## config.mk

```make
export PLATFORM = sky130hd
export DESIGN_NAME = avalon_ram_arbiter
export DESIGN_NICKNAME = d
export VERILOG_FILES = /design/src/rtl/soc_arb_pkg.sv /design/src/rtl/arb_rr_select.sv /design/src/rtl/avalon_ram_arbiter.sv
export SDC_FILE = /design/constraint.sdc
export NUM_CORES = 1
export LEC_CHECK = 0
export CAP_MARGIN = 0
export CORE_AREA = 2 2 137 139
export DETAILED_ROUTE_END_ITERATION = 16
export DIE_AREA = 0 0 139 141
export GPL_ROUTABILITY_DRIVEN = 0
export PLACE_DENSITY_LB_ADDON = 0.12
export SKIP_LAST_GASP = 1
export SYNTH_ARGS = -nofsm -noshare
export SYNTH_HDL_FRONTEND = slang
export SYNTH_SLANG_ARGS = --single-unit
```

## constraint.sdc

```tcl
create_clock -name clk -period 4.6 [get_ports clk]
set_input_delay 1.15 -clock clk [delete_from_list [all_inputs] [get_ports clk]]
set_output_delay 1.15 -clock clk [all_outputs]
set_load 0.05 [all_outputs]
```

## src/rtl/soc_arb_pkg.sv

```systemverilog
// Shared definitions for the memory-port arbiter: FSM state encoding and
// the fixed master index assignment (debug host, ibus, dbus).
package soc_arb_pkg;

  typedef enum logic [0:0] {
    ARB_IDLE = 1'b0,
    ARB_BUSY = 1'b1
  } arb_state_e;

  localparam int unsigned MST_DEBUG = 0;
  localparam int unsigned MST_IBUS  = 1;
  localparam int unsigned MST_DBUS  = 2;

endpackage

```

## src/rtl/arb_rr_select.sv

```systemverilog
// Combinational winner selection for the memory-port arbiter.
// Default: round-robin starting at rr_ptr with wrap-around.
// ARB_FIXED_PRIORITY_EN: lowest requesting index wins, rr_ptr ignored.
module arb_rr_select #(
  parameter int unsigned NUM_MASTER = 3,
  parameter int unsigned PW         = (NUM_MASTER > 1) ? $clog2(NUM_MASTER) : 1
) (
  input  logic [NUM_MASTER-1:0] req,
  input  logic [PW-1:0]         rr_ptr,
  output logic [NUM_MASTER-1:0] grant
);

`ifdef ARB_FIXED_PRIORITY_EN
  logic unused_rr_ptr;
  assign unused_rr_ptr = ^rr_ptr;

  // Lowest requesting index wins; scanning downward lets the last hit stand.
  always_comb begin
    grant = '0;
    for (int unsigned i = NUM_MASTER; i > 0; i--) begin
      if (req[i-1]) begin
        grant        = '0;
        grant[i-1]   = 1'b1;
      end
    end
  end
`else
  // Two ascending passes replace modular index arithmetic: the first pass
  // covers indices >= rr_ptr, the second covers the wrapped-around remainder.
  always_comb begin
    logic found;
    grant = '0;
    found = 1'b0;
    for (int unsigned i = 0; i < NUM_MASTER; i++) begin
      if (!found && req[i] && (PW'(i) >= rr_ptr)) begin
        grant[i] = 1'b1;
        found    = 1'b1;
      end
    end
    for (int unsigned i = 0; i < NUM_MASTER; i++) begin
      if (!found && req[i]) begin
        grant[i] = 1'b1;
        found    = 1'b1;
      end
    end
  end
`endif

endmodule

```

## src/rtl/avalon_ram_arbiter.sv

```systemverilog
// N-master to 1-slave Avalon-MM arbiter in front of the main-memory port.
// The grant is registered and held until the slave completes the transfer,
// so a multi-cycle waitrequest slave never sees a master switch mid-transfer.
// Optional macro ARB_FIXED_PRIORITY_EN selects fixed priority (index 0
// highest) instead of round-robin and removes the rr_ptr register.
module avalon_ram_arbiter #(
  parameter int unsigned NUM_MASTER = 3,
  parameter int unsigned AW         = 32,
  parameter int unsigned DW         = 32
) (
  input  logic                           clk,
  input  logic                           rst_n,
  input  logic [NUM_MASTER-1:0]          m_read,
  input  logic [NUM_MASTER-1:0]          m_write,
  input  logic [NUM_MASTER*AW-1:0]       m_address,
  input  logic [NUM_MASTER*(DW/8)-1:0]   m_byte_enable,
  input  logic [NUM_MASTER*DW-1:0]       m_writedata,
  output logic [DW-1:0]                  m_readdata,
  output logic [NUM_MASTER-1:0]          m_waitrequest,
  output logic                           s_read,
  output logic                           s_write,
  output logic [AW-1:0]                  s_address,
  output logic [DW/8-1:0]                s_byte_enable,
  output logic [DW-1:0]                  s_writedata,
  input  logic [DW-1:0]                  s_readdata,
  input  logic                           s_waitrequest
);
  import soc_arb_pkg::*;

  localparam int unsigned PW = (NUM_MASTER > 1) ? $clog2(NUM_MASTER) : 1;
  localparam int unsigned BW = DW / 8;

  arb_state_e            state;
  logic [NUM_MASTER-1:0] grant;
  logic [NUM_MASTER-1:0] req;
  logic [NUM_MASTER-1:0] winner;
  logic                  granted_req;
  logic                  busy;

  assign req         = m_read | m_write;
  assign busy        = (state == ARB_BUSY);
  assign granted_req = |(req & grant);
  assign m_readdata  = s_readdata;

`ifdef ARB_FIXED_PRIORITY_EN
  localparam logic [PW-1:0] rr_ptr = '0;
`else
  logic [PW-1:0] rr_ptr;
  logic [PW-1:0] grant_idx;
  logic [PW-1:0] next_ptr;

  // Encode the one-hot grant and compute the slot after it, wrapping to 0.
  always_comb begin
    grant_idx = '0;
    for (int unsigned i = 0; i < NUM_MASTER; i++) begin
      if (grant[i]) grant_idx = PW'(i);
    end
    next_ptr = (grant_idx == PW'(NUM_MASTER - 1)) ? '0 : grant_idx + PW'(1);
  end

  // Advance the round-robin pointer only on a real completion.
  always_ff @(posedge clk or negedge rst_n) begin
    if (!rst_n) begin
      rr_ptr <= '0;
    end else if (busy && granted_req && !s_waitrequest) begin
      rr_ptr <= next_ptr;
    end
  end
`endif

  arb_rr_select #(
    .NUM_MASTER (NUM_MASTER),
    .PW         (PW)
  ) u_select (
    .req    (req),
    .rr_ptr (rr_ptr),
    .grant  (winner)
  );

  // Arbitration FSM: grab a winner when idle, release on completion or when
  // the granted master abandons its request.
  always_ff @(posedge clk or negedge rst_n) begin
    if (!rst_n) begin
      state <= ARB_IDLE;
      grant <= '0;
    end else begin
      case (state)
        ARB_IDLE: begin
          if (|req) begin
            grant <= winner;
            state <= ARB_BUSY;
          end
        end
        ARB_BUSY: begin
          if (!granted_req || !s_waitrequest) begin
            grant <= '0;
            state <= ARB_IDLE;
          end
        end
        default: begin
          grant <= '0;
          state <= ARB_IDLE;
        end
      endcase
    end
  end

  // Slave-side mux from the granted master; grant is zero while idle, so the
  // slave bus reads as all-zero then and drops as soon as reset clears grant.
  always_comb begin
    s_read        = 1'b0;
    s_write       = 1'b0;
    s_address     = '0;
    s_byte_enable = '0;
    s_writedata   = '0;
    m_waitrequest = '1;
    for (int unsigned i = 0; i < NUM_MASTER; i++) begin
      if (grant[i]) begin
        s_read           = s_read  | (m_read[i]  & busy);
        s_write          = s_write | (m_write[i] & busy);
        s_address        = s_address     | m_address[i*AW +: AW];
        s_byte_enable    = s_byte_enable | m_byte_enable[i*BW +: BW];
        s_writedata      = s_writedata   | m_writedata[i*DW +: DW];
        m_waitrequest[i] = busy ? s_waitrequest : 1'b1;
      end
    end
  end

endmodule

```

==> impl_metrics.json <==
{
  "status": "completed",
  "post-route-drc-count": 0,
  "power.total_w": 0.00331,
  "rsz0062_at_grt": "false",
  "period_minus_slack_ns": 4.15,
  "syn_area_per_cell_um2": 7.04,
  "dpl-instance-area_um2": 4520,
  "antenna_found_initial": 0,
  "wire_per_inst_um": 16.6,
  "clkLatencyLatePin_ns": 0.23,
  "reg2reg_from": "grant[0]$_DFFE_PN0P_",
  "path_clk_slew_ns": 0.03,
  "clock-sinks": 6,
  "whs_path_depth": 1,
  "syn-num-nets": 480,
  "synth_edf_count": 0,
  "synthCells": 235,
  "drive_gt1_share_pct": 3.16,
  "yosysUniqueCellTypes": 22,
  "fin_skew_ns": 0.000126,
  "fmax_ghz": 0.241,
  "synth_common_cells": "a222oi_1, inv_1, buf_4, clkbuf_1",
  "grt_max_degree": 48,
  "maxCapViolations": 0,
  "numCtsBuffers": 3,
  "holdPathEnd": "rr_ptr[1]$_DFFE_PN0P_",
  "regArea_um2": 154,
  "core.rowCount": 50,
  "ys_seq_area_share_pct": 9.08,
  "r2r-end": "rr_ptr[0]$_DFFE_PN0P_",
  "yosysMostFrequentCell": "a222oi_1",
  "nets": 720,
  "via_per_inst": 4.23,
  "io-pin-count": 350,
  "antenna_cells": 0,
  "synth_top_area_share_pct": 42.4,
  "hold_start": "rr_ptr[1]$_DFFE_PN0P_",
  "place_hpwl_um": 9490,
  "fin_util_pct": 25.2,
  "port_buffers": 285,
  "grt_pass1_vias": 3170,
  "fillerInstances": 1979,
  "multi_input_area_um2": 902,
  "cp-start-kind": "input pin",
  "timing.slew.headroom_pct": 52.5,
  "die_y_um": 141,
  "finalSetupTns_ns": 0,
  "required_ns": 3.45,
  "synthTopCellsByArea": "a222oi_1, inv_1, buf_4, dfrtp_1, clkbuf_1",
  "ctsResizeCount": 0,
  "power.density_nw_per_um2": 719,
  "syn_to_final_growth_pct": 178,
  "postCtsSetupBuffers": 0,
  "slew_viol_final": 0,
  "dieArea_um2": 19600,
  "synth_top_cell_by_area": "a222oi_1",
  "synth-seq-cells": 6,
  "power.leakage_nw": 2.01,
  "vias": 2993,
  "vdd_drop_max_mv": 0.285,
  "clock_path_buffers": 2,
  "start_util_pct": 9.05,
  "end_kind": "output pin",
  "die_w_um": 139,
  "r2r_slack_ns": 2.65,
  "tightest_slew_ns": 0.713,
  "period_share_pct": 90.2,
  "ant_nets": 0,
  "firstDrtPassIters": 7,
  "gr-total-overflow": 0,
  "hold_buffers": 0,
  "grtUsageTotal_pct": 11.0,
  "reg2regPathDepth": 4,
  "worstSetupPathType": "input pin to output pin",
  "grt_pass1_wl_um": 17300,
  "fin_area_um2": 4600,
  "ys_warn_count": 0,
  "setup_violations": 0,
  "drt_iter0_drc": 338,
  "critPathArrivalTime_ns": 3.00,
  "drt-total-wl_um": 11700,
  "cp_max_fo": 5,
  "cts_root_buffer": "clkbuf_16",
  "hold_violations": 0,
  "core-area_um2": 18300,
  "cts_tree": "done",
  "async_reset_ff_share_pct": 100,
  "hp-class": "flop to flop",
  "synth.cell_area_um2": 1650,
  "htree_levels": 1,
  "synth_ff_type": "dfrtp_1"
}
## cell type report
type	instances	share of cell area, %
timing repair buffer	292	63.4
multi-input combinational	104	19.6
tap	234	6.36
inverter	68	5.55
sequential	6	3.35
clock buffer	4	1.71
## cell families (layout without fill, tap and decap cells)
kind of cell           after synthesis  after routing  share of synthesized area, %
buffers and inverters              125            364                          36.4
AO/OA/AOI/OAI                       80             80                          46.5
AND/OR/NAND/NOR                     23             23                          7.34
flip-flops                           6              6                          9.08
multiplexers                         1              1                         0.681
## cell usage in the layout, fill, tap and decap left out
master	n
a211oi_1	2
a21o_1	4
a222oi_1	70
a31o_1	1
and2_0	1
and2b_1	2
buf_12	1
buf_4	6
clkbuf_1	1
clkbuf_16	3
clkdlybuf4s50_1	285
dfrtp_1	3
dfrtp_2	3
inv_1	68
mux2_2	1
nand2_1	5
nand2b_1	1
nand3_1	1
nor2_1	6
nor2b_1	2
nor3_1	1
nor4_1	3
o21ai_0	3
or4_4	1
## power breakdown
part	total [W]	leakage, nW	switching [W]	internal, W
registers	0.000214	0.0705	0.000137	0.0000772
clock network	0.000147	0.0382	0.0000321	0.000115
logic	0.00295	1.90	0.00186	0.00108
total	0.00331	2.01	0.00203	0.00128
## state kept, by name, indices dropped and copies added, names as in the netlist
name / cells
busy: 1
grant: 3
rr_ptr: 2
## metrics by stage
stage                     hold slack [ns]  setup WS, ns  instances
final                               0.506         0.453        708
after global routing                0.520         0.361        708
after CTS                           0.508         0.481        708
after detailed placement            0.501         0.479        704
after global placement              0.496         0.482        704
after floorplan                     0.474          1.58        235
## critical path, stage by stage
cell and delay [ns]:
clkdlybuf4s50_1 0.50, a222oi_1 0.43, and2b_1 0.22, clkdlybuf4s50_1 0.69
## layer usage
layer | track usage [%] | wire [um] | vias up
li1 | - | - | 1362
met1 | 11.3 | 4080 | 1408
met2 | 21.8 | 6380 | 204
met3 | 2.41 | 969 | 19
met4 | 4.09 | 294 | 0
met5 | 0 | 0 | -
## how the worst max path moves through the flow
| stage | from | endpoint | slack (ns) | cells after the start |
|---|---|---|---|---|
| CTS | m_read[0] | s_read | 0.48 | 4 |
| floorplan | m_read[0] | s_read | 1.58 | 2 |
| detailed placement | m_read[0] | s_read | 0.48 | 4 |
| global placement | m_write[0] | s_write | 0.48 | 4 |
| finish | m_write[0] | s_write | 0.45 | 4 |
| global route | m_write[0] | s_write | 0.36 | 4 |
(Power assumes the default switching activity.)
